File: src/rtl/afe_ro_wrr_arbiter.sv
// Round-robin arbiter multiplexing AFE write and buffer-read streams onto one SRAM port,
// with a 2-entry L2 return queue. Define AFE_RO_ARB_WEIGHT_EN to enable per-source weights.
module afe_ro_wrr_arbiter #(
  parameter int NUM_AFE     = 4,
  parameter int DATA_WIDTH  = 32,
  parameter int BUFF_AWIDTH = 10,
  parameter int L2_AWIDTH   = 12,
  parameter int WEIGHT_W    = 4
) (
  input  logic                             clk_i,
  input  logic                             rst_ni,
  input  logic [NUM_AFE-1:0]               wr_valid_i,
  output logic [NUM_AFE-1:0]               wr_ready_o,
  input  logic [NUM_AFE*DATA_WIDTH-1:0]    wr_data_i,
  input  logic [NUM_AFE*BUFF_AWIDTH-1:0]   wr_addr_i,
  input  logic [NUM_AFE-1:0]               rd_valid_i,
  output logic [NUM_AFE-1:0]               rd_ready_o,
  input  logic [NUM_AFE*BUFF_AWIDTH-1:0]   rd_addr_i,
  input  logic [NUM_AFE*L2_AWIDTH-1:0]     l2_addr_i,
  input  logic [NUM_AFE*2-1:0]             l2_size_i,
  input  logic [NUM_AFE*WEIGHT_W-1:0]      weight_i,
  output logic                             buff_cen_o,
  output logic                             buff_rwn_o,
  output logic [BUFF_AWIDTH-1:0]           buff_addr_o,
  output logic [DATA_WIDTH-1:0]            buff_wdata_o,
  input  logic [DATA_WIDTH-1:0]            buff_rdata_i,
  output logic [NUM_AFE-1:0]               buff_rvalid_o,
  output logic                             intf_valid_o,
  input  logic                             intf_ready_i,
  output logic [DATA_WIDTH-1:0]            intf_wdata_o,
  output logic [L2_AWIDTH-1:0]             intf_addr_o,
  output logic [1:0]                       intf_size_o
);

  localparam int PTR_W = (NUM_AFE > 1) ? $clog2(NUM_AFE) : 1;
  localparam int TAG_W = L2_AWIDTH + 2;
  localparam int QW    = DATA_WIDTH + TAG_W;
  localparam logic [PTR_W-1:0] LAST_IDX = PTR_W'(NUM_AFE - 1);

  logic [DATA_WIDTH-1:0]  w_wr_data [NUM_AFE];
  logic [BUFF_AWIDTH-1:0] w_wr_addr [NUM_AFE];
  logic [BUFF_AWIDTH-1:0] w_rd_addr [NUM_AFE];
  logic [TAG_W-1:0]       w_rd_tag  [NUM_AFE];
  logic [WEIGHT_W-1:0]    w_weight  [NUM_AFE];

  for (genvar gi = 0; gi < NUM_AFE; gi++) begin : g_unpack
    assign w_wr_data[gi] = wr_data_i[gi*DATA_WIDTH +: DATA_WIDTH];
    assign w_wr_addr[gi] = wr_addr_i[gi*BUFF_AWIDTH +: BUFF_AWIDTH];
    assign w_rd_addr[gi] = rd_addr_i[gi*BUFF_AWIDTH +: BUFF_AWIDTH];
    assign w_rd_tag[gi]  = {l2_addr_i[gi*L2_AWIDTH +: L2_AWIDTH], l2_size_i[gi*2 +: 2]};
    assign w_weight[gi]  = weight_i[gi*WEIGHT_W +: WEIGHT_W];
  end

  // First requester after ptr in circular order; returns ptr itself if only it requests.
  function automatic logic [PTR_W-1:0] rr_next(input logic [NUM_AFE-1:0] req,
                                               input logic [PTR_W-1:0] ptr);
    logic [PTR_W-1:0] pick;
    logic [PTR_W-1:0] idx_p;
    pick = ptr;
    for (int k = NUM_AFE; k >= 1; k--) begin
      idx_p = PTR_W'((int'(ptr) + k) % NUM_AFE);
      if (req[idx_p]) pick = idx_p;
    end
    return pick;
  endfunction

  logic [PTR_W-1:0] r_wptr;
  logic [PTR_W-1:0] r_rptr;
  logic             w_wr_keep;
  logic             w_rd_keep;
  logic [PTR_W-1:0] w_wr_idx;
  logic [PTR_W-1:0] w_rd_idx;
  logic             w_wr_gnt;
  logic             w_rd_gnt;
  logic             w_rd_credit;
  logic [2:0]       w_occ;
  logic             w_pop;
  logic             w_push;

  logic             r_inflight;
  logic [PTR_W-1:0] r_inf_src;
  logic [TAG_W-1:0] r_inf_tag;

  logic [QW-1:0]    r_q_mem [2];
  logic             r_q_head;
  logic             r_q_tail;
  logic [1:0]       r_q_cnt;
  logic [QW-1:0]    w_q_head;

  logic [BUFF_AWIDTH-1:0] r_addr_last;
  logic [DATA_WIDTH-1:0]  r_wdata_last;

`ifdef AFE_RO_ARB_WEIGHT_EN
  logic [WEIGHT_W-1:0] r_wcnt;
  logic [WEIGHT_W-1:0] r_wbud;
  logic [WEIGHT_W-1:0] r_rcnt;
  logic [WEIGHT_W-1:0] r_rbud;

  assign w_wr_keep = wr_valid_i[r_wptr] && (r_wcnt < r_wbud);
  assign w_rd_keep = rd_valid_i[r_rptr] && (r_rcnt < r_rbud);

  // Counters track grants already given to the current owner; the budget reloads on owner change.
  always_ff @(posedge clk_i) begin
    if (!rst_ni) begin
      r_wcnt <= '0;
      r_wbud <= '0;
      r_rcnt <= '0;
      r_rbud <= '0;
    end else begin
      if (w_wr_gnt) begin
        if (w_wr_keep) begin
          r_wcnt <= r_wcnt + 1'b1;
        end else begin
          r_wcnt <= '0;
          r_wbud <= w_weight[w_wr_idx];
        end
      end
      if (w_rd_gnt) begin
        if (w_rd_keep) begin
          r_rcnt <= r_rcnt + 1'b1;
        end else begin
          r_rcnt <= '0;
          r_rbud <= w_weight[w_rd_idx];
        end
      end
    end
  end
`else
  logic w_unused_weight;
  assign w_unused_weight = ^weight_i;
  assign w_wr_keep = 1'b0;
  assign w_rd_keep = 1'b0;
`endif

  assign w_wr_idx = w_wr_keep ? r_wptr : rr_next(wr_valid_i, r_wptr);
  assign w_rd_idx = w_rd_keep ? r_rptr : rr_next(rd_valid_i, r_rptr);

  assign w_pop       = (r_q_cnt != 2'd0) && intf_ready_i;
  assign w_push      = r_inflight;
  assign w_occ       = {2'b00, r_inflight} + {1'b0, r_q_cnt} - {2'b00, w_pop};
  assign w_rd_credit = (w_occ < 3'd2);

  assign w_wr_gnt = rst_ni && (|wr_valid_i);
  assign w_rd_gnt = rst_ni && (|rd_valid_i) && !w_wr_gnt && w_rd_credit;

  always_comb begin
    wr_ready_o   = '0;
    rd_ready_o   = '0;
    buff_cen_o   = 1'b1;
    buff_rwn_o   = 1'b1;
    buff_addr_o  = r_addr_last;
    buff_wdata_o = r_wdata_last;
    if (w_wr_gnt) begin
      wr_ready_o[w_wr_idx] = 1'b1;
      buff_cen_o           = 1'b0;
      buff_rwn_o           = 1'b0;
      buff_addr_o          = w_wr_addr[w_wr_idx];
      buff_wdata_o         = w_wr_data[w_wr_idx];
    end else if (w_rd_gnt) begin
      rd_ready_o[w_rd_idx] = 1'b1;
      buff_cen_o           = 1'b0;
      buff_addr_o          = w_rd_addr[w_rd_idx];
    end
  end

  always_ff @(posedge clk_i) begin
    if (!rst_ni) begin
      r_wptr       <= LAST_IDX;
      r_rptr       <= LAST_IDX;
      r_inflight   <= 1'b0;
      r_inf_src    <= '0;
      r_inf_tag    <= '0;
      r_addr_last  <= '0;
      r_wdata_last <= '0;
    end else begin
      if (w_wr_gnt) r_wptr <= w_wr_idx;
      if (w_rd_gnt) r_rptr <= w_rd_idx;
      r_inflight   <= w_rd_gnt;
      r_inf_src    <= w_rd_idx;
      r_inf_tag    <= w_rd_tag[w_rd_idx];
      r_addr_last  <= buff_addr_o;
      r_wdata_last <= buff_wdata_o;
    end
  end

  always_comb begin
    buff_rvalid_o = '0;
    if (r_inflight && rst_ni) buff_rvalid_o[r_inf_src] = 1'b1;
  end

  // Credit check guarantees a push never lands on a full queue.
  always_ff @(posedge clk_i) begin
    if (w_push) r_q_mem[r_q_tail] <= {buff_rdata_i, r_inf_tag};
  end

  always_ff @(posedge clk_i) begin
    if (!rst_ni) begin
      r_q_head <= 1'b0;
      r_q_tail <= 1'b0;
      r_q_cnt  <= 2'd0;
    end else begin
      if (w_push) r_q_tail <= ~r_q_tail;
      if (w_pop)  r_q_head <= ~r_q_head;
      case ({w_push, w_pop})
        2'b10:   r_q_cnt <= r_q_cnt + 2'd1;
        2'b01:   r_q_cnt <= r_q_cnt - 2'd1;
        default: r_q_cnt <= r_q_cnt;
      endcase
    end
  end

  assign w_q_head     = r_q_mem[r_q_head];
  assign intf_valid_o = (r_q_cnt != 2'd0);
  assign intf_wdata_o = w_q_head[QW-1 -: DATA_WIDTH];
  assign intf_addr_o  = w_q_head[TAG_W-1:2];
  assign intf_size_o  = w_q_head[1:0];

endmodule

File: config.mk
export PLATFORM = sky130hd
export DESIGN_NAME = afe_ro_wrr_arbiter
export DESIGN_NICKNAME = d
export VERILOG_FILES = /design/src/rtl/afe_ro_wrr_arbiter.sv
export SDC_FILE = /design/constraint.sdc
export NUM_CORES = 1
export LEC_CHECK = 0
export ABC_AREA = 1
export ABC_CLOCK_PERIOD_IN_PS = 5250
export CAP_MARGIN = 40
export CORE_AREA = 2 2 167 169
export CTS_CLUSTER_DIAMETER = 50
export DETAILED_ROUTE_END_ITERATION = 7
export DIE_AREA = 0 0 169 171
export PLACE_DENSITY = 0.67
export SKIP_LAST_GASP = 1
export SLEW_MARGIN = 20
export SYNTH_ARGS = -nofsm -noshare
export SYNTH_HDL_FRONTEND = slang
export SYNTH_SLANG_ARGS = --single-unit
File: constraint.sdc
create_clock -name clk_i -period 5.25 [get_ports clk_i]
set_input_delay 1.05 -clock clk_i [delete_from_list [all_inputs] [get_ports clk_i]]
set_output_delay 1.05 -clock clk_i [all_outputs]
set_load 0.05 [all_outputs]
==> out/results.tsv <==
metric	value	unit
r2r_cells	18	
io_pins	426	
ys_seq_elements	160	
drt_iter0_markers	393	
p_leak	0.00612	µW
area_growth	60.6	%
worstSkewPairLatency	0.42	ns
internal-power	2980	µW
cts.sinks	160	
post-dp-hpwl	24000	µm
start_util	0.329	
critPathSlowestCell	clkdlybuf4s50_1	
gr-total-overflow	0	
ant_nets	0	
wl_per_cell	17.2	µm
fmax	0.198	GHz
grt_max_degree	54	
required	4.20	ns
timing.rr.start	r_q_cnt[1]	
synth-edff-count	92	
cts_tree	done	
rrSetupSlack	2.31	ns
dieArea	0.0289	mm²
status	complete, no violations	
htree_levels	4	
antenna_found_initial	7	
yosys-top-cells-area	edfxtp_1 (31%), dfxtp_1 (15%), nand2_1 (13%)	
grt_usage	0.207	
crit_path_cell_trace	clkdlybuf4s50_1 > nand2_1 > nor2_2 > inv_1 > nand2_1 > nand2_1 > fa_1 > nand2_1 > a21oi_1 > o211ai_1 > nor2_4 > buf_4 > inv_1 > nor3_1 > a21oi_1 > nand2_1 > buf_4	
critical_path.max_fanout	6	
max_stage_delay	0.49	ns
power.switching	1860	µW
endpoint_kind	primary output	
grt_pass1_wl	45700	µm
rows	61	
worst_slew_pin_slew	0.688	ns
drc_errors	0	
cp_num_buf_inv	5	
cp.arrival	4.00	ns
synth.net_count	1378	
die_h	171	µm
final_nets	1770	
slew_headroom	0.540	
async_flop_share	0	
powerDensity	335	mW/mm²
synth_cell_type_count	39	
synth_most_common_cell	nand2_1	
path_clk_slew	0.06	ns
coreArea	0.0273	mm²
syn-cell-area	0.00899	mm²
root_buffer	clkbuf_16	
yosysTopAreaCell	edfxtp_1	
io_buffers	409	
min_from	r_inf_tag[3]	
dp_cells	1771	
clockBufferDepth	2	
critical_path.top_delay_family	simple AND/OR/NAND/NOR gates	
synth_area_per_cell	8.53	µm²
clkPwrFrac	0.251	
synth_ff_type	edfxtp_1	
worstSetupPathType	primary input to primary output	
yosysTopAreaCellShare	0.307	
grt_setup_unrepaired	no	
drv_slew	0	
p_comb_frac	0.452	
fin_cells	1809	
drt-total-wl	31000	µm
syn_inst	1054	
fp.dieW	169	µm
pwr-share-seq	0.297	
synth_seq_area_share	0.459	
vias_per_cell	4.77	
tns	0	ns
hold_end	r_q_mem[1][3]	
cp-start-kind	primary input	
dr_total_vias	8627	
fin_crit_sh	0.962	
yosysWarningCount	0	
hold_depth	0	
peakVddDrop	0.201	mV
drive_above_1_share	0.178	
final-setup-viol-count	0	
swShare	0.385	
netlist_top_cells_count	nand2_1 (320), inv_1 (106), nand3_1 (105), edfxtp_1 (92), dfxtp_1 (68)	
hp-class	flop to flop	
grt_pass1_vias	8351	
nFillCells	2514	
worstReg2RegEnd	r_addr_last[0]	
cp_num_cells	17	
period_minus_slack	5.05	ns
cts_buffers	17	
firstDrtPassIters	4	
gp_congestion	0.908	
max_cap_violations	0	
cp_common_cell	nand2_1	
fin_skew	0.0117	ns
hold_violations	0	
[power by group through the flow]
stage / Sequential (µW) / Combinational, µW / Clock, µW
5_1_grt: 1440 / 2340 / 1300
4_1_cts: 1440 / 2200 / 1260
3_3_place_gp: 1460 / 2180 / 0
3_5_place_dp: 1460 / 2190 / 0
6_report: 1440 / 2190 / 1210
2_1_floorplan: 1450 / 1270 / 0
[per-stage QoR]
stage	hold slack [ns]	util	power, µW	cell area (µm²)	worst slack [ns]
5_1_grt	0.435	0.528	5090	14400	0.00789
3_5_place_dp	0.411	0.506	3660	13800	0.0752
4_1_cts	0.427	0.527	4900	14400	0.0594
6_report	0.427	0.528	4840	14400	0.201
3_3_place_gp	0.405	0.505	3650	13800	0.191
2_1_floorplan	0.404	-	2730	8990	0.385
[metal layers]
metal | share of wire | track usage | wire length [µm] | up-vias
met5 | 0.0013 | 0 | 41 | -
met4 | 0.027 | 0.0792 | 843 | 6
met3 | 0.10 | 0.0754 | 3100 | 48
met2 | 0.48 | 0.359 | 15000 | 344
met1 | 0.39 | 0.233 | 12100 | 3957
li1 | - | - | - | 4272
[flip-flops by register name, summed over array words and instances (netlist names), named ones only]
register,cells
r_q_mem,92
r_wptr,2
r_addr_last,10
r_q_tail,1
r_inf_src,2
r_rptr,2
r_q_head,1
r_inf_tag,14
r_q_cnt,2
r_wdata_last,32
r_inflight,1
[worst reg2reg max path: stages, from the launching register on]
cell and delay (ns):
dfxtp_1 0.36, inv_1 0.10, nand2_1 0.10, nand2_1 0.09, nor2_2 0.15, inv_1 0.05
nand2_1 0.09, nand2_1 0.09, fa_1 0.49, nand2_1 0.05, a21oi_1 0.14, o211ai_1 0.20
nor2_4 0.24, nor2_1 0.14, nand2_1 0.07, a21boi_0 0.17, nand3_1 0.16, nand2_1 0.09
inv_1 0.05
[cells by family after synthesis]
group                      Yosys count  synth area share
DFF                                160             0.459
and+or+nand+nor                    566             0.286
AOI/OAI and AO/OA                  101             0.101
xor gates and xnor gates             2           0.00195
muxes                               46            0.0576
buffers and inverters              178            0.0921
adders and majority gates            1           0.00223
[worst max path at each step]
| stage | slack [ns] | end | start |
|---|---|---|---|
| after floorplan | 0.38 | buff_addr_o[0] | intf_ready_i |
| after global placement | 0.19 | buff_addr_o[5] | intf_ready_i |
| after detailed placement | 0.08 | buff_addr_o[5] | intf_ready_i |
| after CTS | 0.06 | buff_addr_o[5] | intf_ready_i |
| after global routing | 0.008 | buff_addr_o[5] | intf_ready_i |
| final | 0.20 | buff_addr_o[2] | intf_ready_i |
[final cells by class]
cell class / count / area [µm²] / area share
Inverter: 116 / 440 / 0.0305
Antenna cell: 4 / 10.0 / 0.000693
Clock buffer: 17 / 425 / 0.0295
Clock inverter: 15 / 141 / 0.00979
Sequential cell: 160 / 4130 / 0.286
Tap cell: 346 / 433 / 0.0300
Timing Repair Buffer: 435 / 4800 / 0.332
Multi-Input combinational cell: 716 / 4060 / 0.281
[what timing repair did]
item                                    CTS  global route
gates resized for setup                   0             2
setup buffers                             0             2
hold buffers                              0             0
endpoints found under the setup margin    0             3
endpoints found under the hold margin     0             0
[layout by cell type, fill, tap and decap left out, drive strengths merged, types with 8 or more instances in the layout]
| cell | n |
|---|---|
| nand3 | 119 |
| nor2 | 53 |
| a31oi | 14 |
| clkdlybuf4s50 | 357 |
| nor3 | 8 |
| a21oi | 14 |
| inv | 124 |
| edfxtp | 92 |
| clkbuf | 17 |
| nand2 | 333 |
| dfxtp | 68 |
| o211ai | 67 |
| mux2 | 46 |
| or2 | 47 |
| buf | 78 |
Power figures use the tool's default switching activity.
